$ cat src/rtl/uart_tx_fifo.sv
// uart_tx_fifo
//   Byte FIFO and launch controller feeding the UART transmitter. Host bytes
//   are buffered in a circular buffer; one byte at a time is popped, presented
//   on tx_data_in with a single-cycle tx_start, and the next launch waits for
//   tx_done from the transmitter.
//
// Ports
//   clk        : system clock, rising edge
//   rst        : synchronous active-high reset
//   wr_en      : host push strobe (one byte per cycle)
//   wr_data    : host byte
//   full       : count == DEPTH
//   empty      : count == 0
//   count      : number of stored bytes
//   drop       : one-cycle pulse after a push rejected because full
//   tx_start   : one-cycle launch pulse to the transmitter
//   tx_data_in : byte presented to the transmitter, held from launch to tx_done
//   tx_busy    : transmitter busy (gates launches from IDLE only)
//   tx_done    : transmitter completion pulse
module uart_tx_fifo #(
  parameter int unsigned DATA_WIDTH = 8,
  parameter int unsigned DEPTH      = 16,
  parameter int unsigned ADDR_WIDTH = 4
) (
  input  logic                  clk,
  input  logic                  rst,
  input  logic                  wr_en,
  input  logic [DATA_WIDTH-1:0] wr_data,
  output logic                  full,
  output logic                  empty,
  output logic [ADDR_WIDTH:0]   count,
  output logic                  drop,
  output logic                  tx_start,
  output logic [DATA_WIDTH-1:0] tx_data_in,
  input  logic                  tx_busy,
  input  logic                  tx_done
);

  typedef enum logic {
    IDLE,
    WAIT_DONE
  } state_t;

  localparam logic [ADDR_WIDTH:0]   CNT_ONE  = 1;
  localparam logic [ADDR_WIDTH:0]   CNT_FULL = DEPTH[ADDR_WIDTH:0];
  localparam logic [ADDR_WIDTH-1:0] PTR_ONE  = 1;

  logic [DATA_WIDTH-1:0] r_mem [DEPTH];
  logic [ADDR_WIDTH-1:0] r_wr_ptr;
  logic [ADDR_WIDTH-1:0] r_rd_ptr;
  logic [ADDR_WIDTH:0]   r_count;
  logic                  r_drop;
  logic                  r_tx_start;
  logic [DATA_WIDTH-1:0] r_tx_data;

  state_t r_state;
  state_t w_state_next;

  logic w_full;
  logic w_empty;
  logic w_push;
  logic w_pop;

  assign w_full  = (r_count == CNT_FULL);
  assign w_empty = (r_count == '0);
  // A full FIFO rejects the push even if a pop frees a slot this same cycle.
  assign w_push  = wr_en && !w_full;

  // FSM: state register
  always_ff @(posedge clk) begin
    if (rst) begin
      r_state <= IDLE;
    end else begin
      r_state <= w_state_next;
    end
  end

  // FSM: next-state logic
  always_comb begin
    w_state_next = r_state;
    case (r_state)
      IDLE:      if (w_pop)   w_state_next = WAIT_DONE;
      WAIT_DONE: if (tx_done) w_state_next = IDLE;
      default:                w_state_next = IDLE;
    endcase
  end

  // FSM: output decode; tx_busy matters only when deciding to launch
  always_comb begin
    w_pop = 1'b0;
    if (r_state == IDLE) begin
      w_pop = !w_empty && !tx_busy;
    end
  end

  // Storage array is not reset; stale contents are unreachable after reset.
  always_ff @(posedge clk) begin
    if (w_push) begin
      r_mem[r_wr_ptr] <= wr_data;
    end
  end

  always_ff @(posedge clk) begin
    if (rst) begin
      r_wr_ptr   <= '0;
      r_rd_ptr   <= '0;
      r_count    <= '0;
      r_drop     <= 1'b0;
      r_tx_start <= 1'b0;
      r_tx_data  <= '0;
    end else begin
      r_drop     <= wr_en && w_full;
      // Pop only happens from IDLE, so the pulse drops on the next cycle.
      r_tx_start <= w_pop;
      if (w_push) begin
        r_wr_ptr <= r_wr_ptr + PTR_ONE;
      end
      if (w_pop) begin
        r_rd_ptr  <= r_rd_ptr + PTR_ONE;
        r_tx_data <= r_mem[r_rd_ptr];
      end
      case ({w_push, w_pop})
        2'b10:   r_count <= r_count + CNT_ONE;
        2'b01:   r_count <= r_count - CNT_ONE;
        default: r_count <= r_count;
      endcase
    end
  end

  assign full       = w_full;
  assign empty      = w_empty;
  assign count      = r_count;
  assign drop       = r_drop;
  assign tx_start   = r_tx_start;
  assign tx_data_in = r_tx_data;

endmodule

$ cat config.mk
export PLATFORM = sky130hd
export DESIGN_NAME = uart_tx_fifo
export DESIGN_NICKNAME = d
export VERILOG_FILES = /design/src/rtl/uart_tx_fifo.sv
export SDC_FILE = /design/constraint.sdc
export NUM_CORES = 1
export LEC_CHECK = 0
export BUFFER_PORTS_ARGS = -buffer_cell sky130_fd_sc_hd__buf_2
export CAP_MARGIN = 20
export CORE_MARGIN = 4
export CORE_UTILIZATION = 51
export CTS_BUF_LIST = sky130_fd_sc_hd__clkbuf_4
export DETAILED_ROUTE_END_ITERATION = 10
export GPL_ROUTABILITY_DRIVEN = 0
export PLACE_DENSITY_LB_ADDON = 0.15
export SLEW_MARGIN = 20
export SYNTH_ARGS = -nofsm -noshare
export SYNTH_HDL_FRONTEND = slang
export SYNTH_SLANG_ARGS = --single-unit
export TNS_END_PERCENT = 1
$ cat constraint.sdc
create_clock -name clk -period 5.9 [get_ports clk]
set_input_delay 0 -clock clk [delete_from_list [all_inputs] [get_ports clk]]
set_output_delay 0 -clock clk [all_outputs]
set_load 0.01 [all_outputs]
==> metrics, run 1 <==
status=finished clean; post-detailed-route count of antenna-violating nets=0; P_leak=2.25 nW; Async SR Flop Fraction=0%; number of global-route vias before repair=3116; Critical Path RT=roughly 6.4 ns; core area=between 0.01 and 0.015 mm^2; sequential element share of the synthesized area=71.1%; I/O Pins=30; Setup TNS=0 ns; Clock Tree Root=clkbuf_4; power per cell area=between 300 and 400 mW/mm^2; CTS H-tree depth=4; Max IR drop VDD=263 uV; Vias=3328; Mapped Nets=between 400 and 500; Fin. Hold Viols=0; Pre-antenna DRT Iters=6; grt total ovfl=0; share of cells above drive strength 1=17.4%; Site Rows=39; synthesized cell area=about 0.006 mm^2; setup bufs post-CTS=0; Synth Warn #=0; max cap viols=0; area grow syn2layout=12.2%; die width=117 um; Worst Setup Start Kind=flip-flop; WL final=12200 um; cts repair resizes=0; pre-CTS WS=~2.8 ns; fin cells=just under 600; Clock transition at path regs=roughly 0.12 ns; placed wire-length estimate=7590 um; Initial Utilization=a little over half; Yosys cell types=38; antenna cell count=0; Die Y=~120 um; drt initial violations=around 330; FF-to-FF setup slack=about 2.7 ns; TritonCTS buffer count=17; final setup violation count=0; clock buffer depth=2; unrepaired setup endpoints after global routing=false; wire per inst=~21 um; Post-CTS Hold Fix Bufs=15; Max Fclk=roughly 320 MHz; die area=about 0.014 mm^2; setup ws final=approximately 2.7 ns; Inst Count DP=539; largest net degree at the start of global routing=44; fin nets=approximately 450; clock latency on the worst-skew pair=~0.56 ns; Clock Skews=roughly 0.017 ns; final max-slew violation count=0; Mapped Cells=380; Post-synth top flop=edfxtp_1; overall routing resource usage=between 10% and 20%; Fillers=900; CTS tree=yes; post-synthesis register bit count=~150; Relative slew margins=between 40% and 50%; CP Max Fanout=9; Setup CP Type=flip-flop to flip-flop; Hold WC Path Type=input port to flip-flop; Worst Setup End Kind=flip-flop; Design Power=0.00249 W; Vias/cell=~5.7; I/O Buffers=29; Final min period=around 3.2 ns; total clock sinks=between 150 and 200; count of flip-flops with a built-in enable after synthesis=about 130; Worst Tran Pin Value=around 0.87 ns; hold_ws=between 0.3 and 0.4 ns; average size of a mapped cell=~16 um^2; DR DRC count=0; global-route wire length before repair=roughly 18000 um; period utilization=53.4%; arrival time at the worst endpoint=3.60 ns; initial antenna violation count=0
## cells in the final DEF (no fill, tap or decap), drive strengths merged, types with 10 or more instances in the layout
cell / instances
inv: 10
o22ai: 22
nand2: 13
mux4: 10
dlygate4sd3: 15
clkbuf: 22
buf: 35
edfxtp: 128
nor2: 39
dfxtp: 24
mux2i: 46
## worst max-delay path: stages (launching register included)
cell	delay, ns
dfxtp_1	0.38
nor4_2	0.56
a21boi_2	0.23
inv_1	0.11
ha_1	0.23
inv_1	0.10
fa_1	0.39
nor2b_1	0.17
o21ai_0	0.12
nand3_1	0.09
or3b_1	0.35
mux2_1	0.31
## worst paths after layout
kind,from,endpoint,depth (start not counted)
hold reg to reg,tx_data_in[1],tx_data_in[1],2
setup / recovery,count[0],count[4],11
hold / removal,wr_data[3],r_mem[5][3],2
setup reg to reg,count[0],count[4],11
## cell families after synthesis
family	after synthesis	share of synthesized area, %
AO/OA/AOI/OAI	48	5.68
XOR/XNOR	8	1.15
adder cells (fa/ha/maj)	10	2.18
buffers and inverters	29	2.28
flip-flops	152	71.1
multiplexers	57	11.9
AND/OR/NAND/NOR	76	5.70
## cell type report
cell class	count	area [um^2]	area share, %
clock buffers	22	165	2.42
clock inverters	10	151	2.22
inverters	10	37.5	0.550
multi-input cells	199	1620	23.8
flip-flops and latches	152	4330	63.4
well taps	143	179	2.62
repair buffers	50	340	4.99
## where the power goes
group | leakage (nW) | switching [W] | internal [W]
Combinational | 0.725 | 0.000294 | 0.000212
Clock | 0.175 | 0.000344 | 0.000356
Sequential | 1.35 | 0.0000487 | 0.00124
## stage by stage
step	utilization, %	area [um^2]
floorplan	-	6080
global placement	54.9	6350
detailed placement	54.9	6350
CTS	59.0	6820
global route	59.0	6820
finish	59.0	6820
## layer usage
layer	track usage, %	vias to the layer above	part of all wire, %
met3	5.40	16	5.8
met5	0	-	0
met2	28.8	89	48
li1	-	1564	-
met4	7.11	0	1.2
met1	26.8	1659	45
## cells in the mapped netlist, types with 2 or more instances
cell	n	share of area [%]
nor2_1	39	2.4
o21ai_0	3	0.25
dfxtp_1	24	7.9
a2111oi_2	3	0.74
nor2b_1	4	0.41
mux2i_1	46	7.6
nand2_1	13	0.80
xnor2_1	3	0.43
ha_1	9	1.9
nand2b_1	2	0.21
inv_1	10	0.62
a2111oi_0	3	0.43
nand4_1	2	0.21
o22ai_1	22	2.3
nand3b_1	2	0.25
mux4_2	3	1.1
buf_2	6	0.49
mux4_1	7	3.0
nor3_1	7	0.58
clkbuf_1	10	0.62
nand3_1	2	0.16
a21oi_1	6	0.49
xor2_1	5	0.72
edfxtp_1	128	63
a211oi_1	8	0.99
## sequential cells by signal, indices dropped and copies added, names as in the netlist
name	flops
r_mem	128
r_wr_ptr	4
r_rd_ptr	4
drop	1
r_state	1
count	5
tx_start	1
tx_data_in	8
Power figures use the tool's default switching activity.
==> inputs of run 2 (changes only) <==
- ABC_AREA: default -> 1
- clock period: 5.9 -> 2.65 ns (I/O delays scaled with it)
==> run 2 against run 1 <==
Power increased to 2.5 times the previous value. Clock skew rose by 0.0045 ns. Via count rose by 38%. Fmax up 29%. Sequential share of layout area fell by 4.6 points. Non-clock buffer count up 1. Sequential power is 120% higher. Combinational power rose to 3.6 times the previous value. Synthesized cell count up 78%. Area after synthesis up 9.2%. First-iteration DRC count grew 44%.
==> metrics, run 2 <==
die width=122 um (was 117 um); Worst Tran Pin Value=0.710 ns (was 0.869 ns); sequential element share of the synthesized area=65.1% (was 71.1%); Relative slew margins=52.5% (was 41.9%); Final min period=2.44 ns (was 3.15 ns); Initial Utilization=52.4% (was 52.6%); TritonCTS buffer count=17 (unchanged); largest net degree at the start of global routing=50 (was 44); pre-CTS WS=0.116 ns (was 2.78 ns); post-synth top area share=57.9% (was 63.2%); drt initial violations=472 (was 327); die area=0.0149 mm^2 (was 0.0137 mm^2); max FFs per register=128 (unchanged); Worst Min Path Start=wr_en (was wr_data[3]); post-synthesis register bit count=152 (unchanged); Yosys cell types=23 (was 38); Async SR Flop Fraction=0% (unchanged); Inst Count DP=856 (was 539); Setup TNS=0 ns (unchanged); total clock sinks=152 (unchanged); I/O Pins=30 (unchanged); share of cells above drive strength 1=11.2% (was 17.4%); CTS H-tree depth=4 (unchanged); area grow syn2layout=10.9% (was 12.2%); gr busiest metal=met2 (unchanged); synthesized cell area=0.00664 mm^2 (was 0.00608 mm^2); Setup CP Type=flip-flop to flip-flop (unchanged); Hold WC Path Type=input port to flip-flop (unchanged); post-detailed-route count of antenna-violating nets=0 (unchanged); power per cell area=854 mW/mm^2 (was 365 mW/mm^2); wire per inst=15.9 um (was 20.7 um); leading cell type in the layout, fill and taps excluded=nand2_1 (was edfxtp_1); hold-critical path depth=4 (was 2); most frequent cell after synthesis=nand2_1 (was edfxtp_1); clock buffer depth=2 (unchanged); initial antenna violation count=1 (was 0); Commonest cells post-synth=nand2_1 (223), edfxtp_1 (128), nand3_1 (94), inv_1 (88), nor2_1 (38) (was edfxtp_1 (128), mux2i_1 (46), nor2_1 (39), dfxtp_1 (24), o22ai_1 (22)); setup bufs post-CTS=0 (unchanged); status=finished clean (unchanged); P_int=0.00413 W (was 0.00180 W); Reg2Reg Depth=14 (was 11); arrival time at the worst endpoint=2.93 ns (was 3.60 ns); Design Power=0.00628 W (was 0.00249 W); global-route wire length before repair=23400 um (was 18300 um); synth top area cells=edfxtp_1 (58%), nand2_1 (13%), dfxtp_1 (7.2%) (was edfxtp_1 (63%), dfxtp_1 (7.9%), mux2i_1 (7.6%)); Mapped Nets=699 (was 403); Seq pwr share=45.9% (was 51.6%); Max IR drop VDD=391 uV (was 263 uV); Clock Skews=0.0214 ns (was 0.0169 ns); clock latency on the worst-skew pair=0.55 ns (was 0.56 ns); Fillers=1100 (was 900); DR DRC count=0 (unchanged); Synth Warn #=0 (unchanged); Vias/cell=5.07 (was 5.68); Critical Path RT=3.14 ns (was 6.35 ns); fin cells=903 (was 586); largest area contributor in the netlist=edfxtp_1 (unchanged); Clk pwr share=24.7% (was 28.1%); Max Fclk=410 MHz (was 317 MHz); Post-synth top flop=edfxtp_1 (unchanged); fin nets=740 (was 453); max cap viols=0 (unchanged); period utilization=92.1% (was 53.4%); Clock transition at path regs=0.13 ns (was 0.12 ns); CP Max Fanout=20 (was 9); Worst Hold Path EP=drop (was r_mem[5][3]); M2 GR Usage=32.6% (was 28.8%); Die Y=122 um (was 117 um); grt met1 use=28.7% (was 26.8%); met3 GRT Util=4.97% (was 5.40%); Comb pwr share=29.3% (was 20.3%); CTS tree=yes (unchanged); most frequent cells in the layout=nand2_1 (223), edfxtp_1 (128), nand3_1 (94) (was edfxtp_1 (128), mux2i_1 (46), nor2_1 (39)); Worst Setup End Kind=flip-flop (unchanged); final max-slew violation count=0 (unchanged); unrepaired setup endpoints after global routing=false (unchanged); overall routing resource usage=21.0% (was 19.1%); Top reg by flops=r_mem (unchanged); count of flip-flops with a built-in enable after synthesis=128 (unchanged); Pre-antenna DRT Iters=5 (was 6); grt total ovfl=0 (unchanged); I/O Buffers=29 (unchanged); final setup violation count=0 (unchanged); average size of a mapped cell=9.82 um^2 (was 16.0 um^2); Clock Tree Root=clkbuf_4 (unchanged); Fin. Hold Viols=0 (unchanged); Mapped Cells=676 (was 380); Worst Setup Start Kind=flip-flop (unchanged); placed wire-length estimate=9450 um (was 7590 um); switching part of the total=34.3% (was 27.5%); Site Rows=41 (was 39); WL final=14300 um (was 12200 um); FF-to-FF setup slack=0.21 ns (was 2.75 ns); R2R Path End=count[4] (unchanged); P_leak=3.20 nW (was 2.25 nW); core area=0.0127 mm^2 (was 0.0116 mm^2); Switch Pwr=0.00215 W (was 0.000686 W); setup ws final=0.210 ns (was 2.75 ns); Vias=4581 (was 3328); placed instance area=0.00690 mm^2 (was 0.00635 mm^2); number of global-route vias before repair=4430 (was 3116); reg-to-reg startpoint=count[1] (was count[0]); fin area=0.00736 mm^2 (was 0.00682 mm^2)
## run 2: changes by cell type after synthesis, sizes merged, moves of 18 or more
| cell | before | now |
|---|---|---|
| nand3 | 2 | 94 |
| o22ai | 22 | 0 |
| inv | 10 | 96 |
| buf | 9 | 27 |
| nand2 | 13 | 226 |
| mux2i | 46 | 0 |
## run 2: final cells by class
| cell class | instances | area, um^2 | share of cell area, % |
|---|---|---|---|
| flip-flops and latches | 152 | 4330 | 58.8 |
| multi-input cells | 399 | 1790 | 24.3 |
| inverters | 96 | 363 | 4.93 |
| repair buffers | 51 | 358 | 4.86 |
| well taps | 172 | 215 | 2.92 |
| clock buffers | 21 | 158 | 2.14 |
| clock inverters | 11 | 154 | 2.09 |
| diodes | 1 | 2.50 | 0.0340 |
## run 2: through the flow
step                hold slack, ns  util [%]
floorplan                   0.0989         -
global placement             0.266      54.5
detailed placement           0.264      54.5
CTS                          0.196      58.0
global route                 0.224      58.1
finish                       0.241      58.1
## run 2: worst max-delay path by stage
| stage | from | end | slack [ns] |
|---|---|---|---|
| floorplan | count[1] | count[4] | 0.50 |
| global placement | count[1] | count[4] | 0.33 |
| detailed placement | count[1] | count[4] | 0.12 |
| CTS | count[1] | count[4] | 0.08 |
| global route | count[1] | count[4] | 0.004 |
| finish | count[1] | count[4] | 0.21 |
## run 2: worst max-delay path: stages (launching register included)
cell,delay [ns]
dfxtp_1,0.42
inv_2,0.08
nand4_1,0.14
nand2_2,0.14
inv_4,0.20
ha_2,0.28
inv_1,0.07
fa_1,0.41
inv_1,0.08
nand2_1,0.08
a21boi_1,0.16
o21bai_1,0.08
nand2_1,0.06
nand2_1,0.05
a21oi_1,0.11
## run 2: what timing repair did
action | 4_1_cts | 5_1_grt
hold buffers | 14 | 0
gates resized for setup | 0 | 3
endpoints found under the setup margin | 0 | 1
hold endpoints to repair | 149 | 0
## run 2: cells by family after synthesis
family                     count (synthesis)  synth area share (%)
buffers and inverters                    125                  7.99
DFF                                      152                  65.1
AOI/OAI and AO/OA                         24                  1.89
and+or+nand+nor                          360                  22.3
xor gates and xnor gates                   5                 0.660
adders and majority gates                 10                  2.00
## run 2: routing by layer
layer | share of wire [%] | wire length [um]
met1 | 44 | 6310
met2 | 47 | 6760
met3 | 6.7 | 952
met4 | 2.0 | 293
met5 | 0 | 0
## run 2: power groups by stage
stage	clock, W	sequential, W	combinational, W
after global routing	0.00171	0.00291	0.00209
after floorplan	0	0.00292	0.00131
after global placement	0	0.00294	0.00175
after CTS	0.00159	0.00289	0.00183
after detailed placement	0	0.00294	0.00179
final	0.00155	0.00289	0.00184
==> inputs of run 3 (changes only) <==
- ABC_AREA: 1 -> default
- CAP_MARGIN: 20 -> default
==> run 3 against run 2 <==
Count of clock-buffer cells in the layout decreased by 1. Utilization up 3.1 points. First-iteration DRC count is 48% lower. Clock power is essentially flat. Power is 8.4% lower. Cell count decreased by 33%. Fmax is 5.2% lower. Critical path type unchanged. Critical endpoint unchanged. Largest cell class unchanged. Largest power group unchanged.
==> metrics, run 3 (synthesis results as in run 1) <==
status=finished clean (unchanged); Comb pwr share=22.7% (was 29.3%); hold_ws=0.365 ns (was 0.241 ns); unrepaired setup endpoints after global routing=true (was false); Worst Min Path Start=wr_data[2] (was wr_en); Design Power=0.00575 W (was 0.00628 W); grt total ovfl=0 (unchanged); Max IR drop VDD=403 uV (was 391 uV); share of cells above drive strength 1=23.4% (was 11.2%); most frequent cells in the layout=edfxtp_1 (128), mux2i_1 (46), nor2_1 (39) (was nand2_1 (223), edfxtp_1 (128), nand3_1 (94)); Clock Tree Root=clkbuf_4 (unchanged); die area=0.0137 mm^2 (was 0.0149 mm^2); Setup CP Type=flip-flop to flip-flop (unchanged); Worst Tran Pin Value=0.928 ns (was 0.710 ns); Setup TNS=0 ns (unchanged); Fin. Hold Viols=0 (unchanged); Fillers=890 (was 1100); Top reg by flops=r_mem (unchanged); Final min period=2.57 ns (was 2.44 ns); Worst Hold Path EP=r_mem[10][2] (was drop); global-route wire length before repair=18300 um (was 23400 um); core area=0.0116 mm^2 (was 0.0127 mm^2); switching part of the total=27.7% (was 34.3%); Clk pwr share=27.2% (was 24.7%); period utilization=97.1% (was 92.1%); Vias/cell=5.48 (was 5.07); DR DRC count=0 (unchanged); post-detailed-route count of antenna-violating nets=0 (unchanged); power per cell area=813 mW/mm^2 (was 854 mW/mm^2); P_leak=2.36 nW (was 3.20 nW); Worst Setup Start Kind=flip-flop (unchanged); Clock transition at path regs=0.13 ns (about the same); FF-to-FF setup slack=0.08 ns (was 0.21 ns); M2 GR Usage=28.5% (was 32.6%); CTS tree=yes (unchanged); Worst Setup End Kind=flip-flop (unchanged); placed wire-length estimate=7630 um (was 9450 um); final setup violation count=0 (unchanged); arrival time at the worst endpoint=3.02 ns (was 2.93 ns); gr busiest metal=met2 (unchanged); Vias=3315 (was 4581); Switch Pwr=0.00160 W (was 0.00215 W); R2R Path End=count[4] (unchanged); TritonCTS buffer count=17 (unchanged); Inst Count DP=554 (was 856); reg-to-reg startpoint=count[0] (was count[1]); I/O Buffers=29 (unchanged); clock buffer depth=2 (unchanged); Critical Path RT=3.09 ns (was 3.14 ns); initial antenna violation count=0 (was 1); final max-slew violation count=0 (unchanged); met3 GRT Util=4.78% (was 4.97%); I/O Pins=30 (unchanged); die width=117 um (was 122 um); number of global-route vias before repair=3318 (was 4430); clock latency on the worst-skew pair=0.55 ns (about the same); Initial Utilization=52.6% (was 52.4%); grt met1 use=26.0% (was 28.7%); Hold WC Path Type=input port to flip-flop (unchanged); hold-critical path depth=2 (was 4); fin nets=471 (was 740); overall routing resource usage=18.6% (was 21.0%); leading cell type in the layout, fill and taps excluded=edfxtp_1 (was nand2_1); Seq pwr share=50.2% (was 45.9%); placed instance area=0.00652 mm^2 (was 0.00690 mm^2); Pre-antenna DRT Iters=4 (was 5); drt initial violations=246 (was 472); Relative slew margins=37.9% (was 52.5%); largest net degree at the start of global routing=31 (was 50); fin area=0.00707 mm^2 (was 0.00736 mm^2); Clock Skews=0.0177 ns (was 0.0214 ns); WL final=11600 um (was 14300 um); Max Fclk=389 MHz (was 410 MHz); wire per inst=19.2 um (was 15.9 um); CP Max Fanout=4 (was 20); Site Rows=39 (was 41); max cap viols=0 (unchanged); CTS H-tree depth=4 (unchanged); area grow syn2layout=16.3% (was 10.9%); max FFs per register=128 (unchanged); total clock sinks=152 (unchanged); Die Y=117 um (was 122 um); fin cells=605 (was 903); Reg2Reg Depth=11 (was 14); P_int=0.00416 W (was 0.00413 W)
[run 3: changes by cell type in the layout (fill, tap and decap cells not counted), sizes merged, moves of 17 or more]
cell and change:
nand2 -213, nand3 -92, inv -87, mux2i +46, o22ai +22, buf +17
[run 3: power by group through the flow]
stage / Sequential [W] / Clock, W / Combinational, W
4_1_cts: 0.00288 / 0.00160 / 0.00122
3_3_place_gp: 0.00293 / 0 / 0.00117
3_5_place_dp: 0.00294 / 0 / 0.00119
2_1_floorplan: 0.00296 / 0 / 0.000759
6_report: 0.00289 / 0.00156 / 0.00130
5_1_grt: 0.00291 / 0.00172 / 0.00145
[run 3: through the flow]
step	util, %	setup slack, ns
after floorplan	-	0.0201
after global placement	56.4	0.120
after detailed placement	56.4	0.0428
after CTS	60.4	0.0228
after global routing	61.1	-0.0115
final	61.1	0.0763
[run 3: worst max-delay path, stage by stage (launching register included)]
cell and delay (ns):
dfxtp_4 0.38, nor4_4 0.32, buf_4 0.19, a211oi_4 0.07, ha_4 0.18, buf_12 0.12
ha_4 0.26, nor2b_4 0.15, o21ai_2 0.06, nand3_1 0.06, or3b_4 0.38, mux2_4 0.30
[run 3: how the worst max path moves through the flow]
stage          startpoint        to  slack (ns)  cells past startpoint
4_1_cts          count[2]  count[4]        0.02                     11
3_5_place_dp     count[2]  count[4]        0.04                     11
3_3_place_gp     count[2]  count[4]        0.12                     11
2_1_floorplan    count[3]  count[4]        0.02                     11
5_1_grt          count[0]  count[4]       -0.01                     11
6_report         count[0]  count[4]        0.08                     11
[run 3: routing by layer]
| layer | wire length [um] | share of wire [%] | vias to the layer above |
|---|---|---|---|
| met5 | 0 | 0 | - |
| met4 | 165 | 1.4 | 0 |
| met3 | 475 | 4.1 | 17 |
| met2 | 5470 | 47 | 62 |
| met1 | 5480 | 47 | 1625 |
| li1 | - | - | 1611 |
[run 3: repair_timing]
item | in CTS | in global routing
hold buffers | 14 | 0
setup endpoints to repair | 0 | 1
hold endpoints to repair | 152 | 0
gates resized for setup | 0 | 11
setup buffers | 0 | 4
[run 3: final cells by class]
| cell class | instances | area, um^2 | area share [%] |
|---|---|---|---|
| Clock inverter | 12 | 174 | 2.46 |
| Tap cell | 143 | 179 | 2.53 |
| Multi-Input combinational cell | 199 | 1680 | 23.7 |
| Timing Repair Buffer | 68 | 510 | 7.22 |
| Clock buffer | 20 | 150 | 2.12 |
| Sequential cell | 152 | 4340 | 61.4 |
| Inverter | 10 | 37.5 | 0.531 |
| Antenna cell | 1 | 2.50 | 0.0354 |
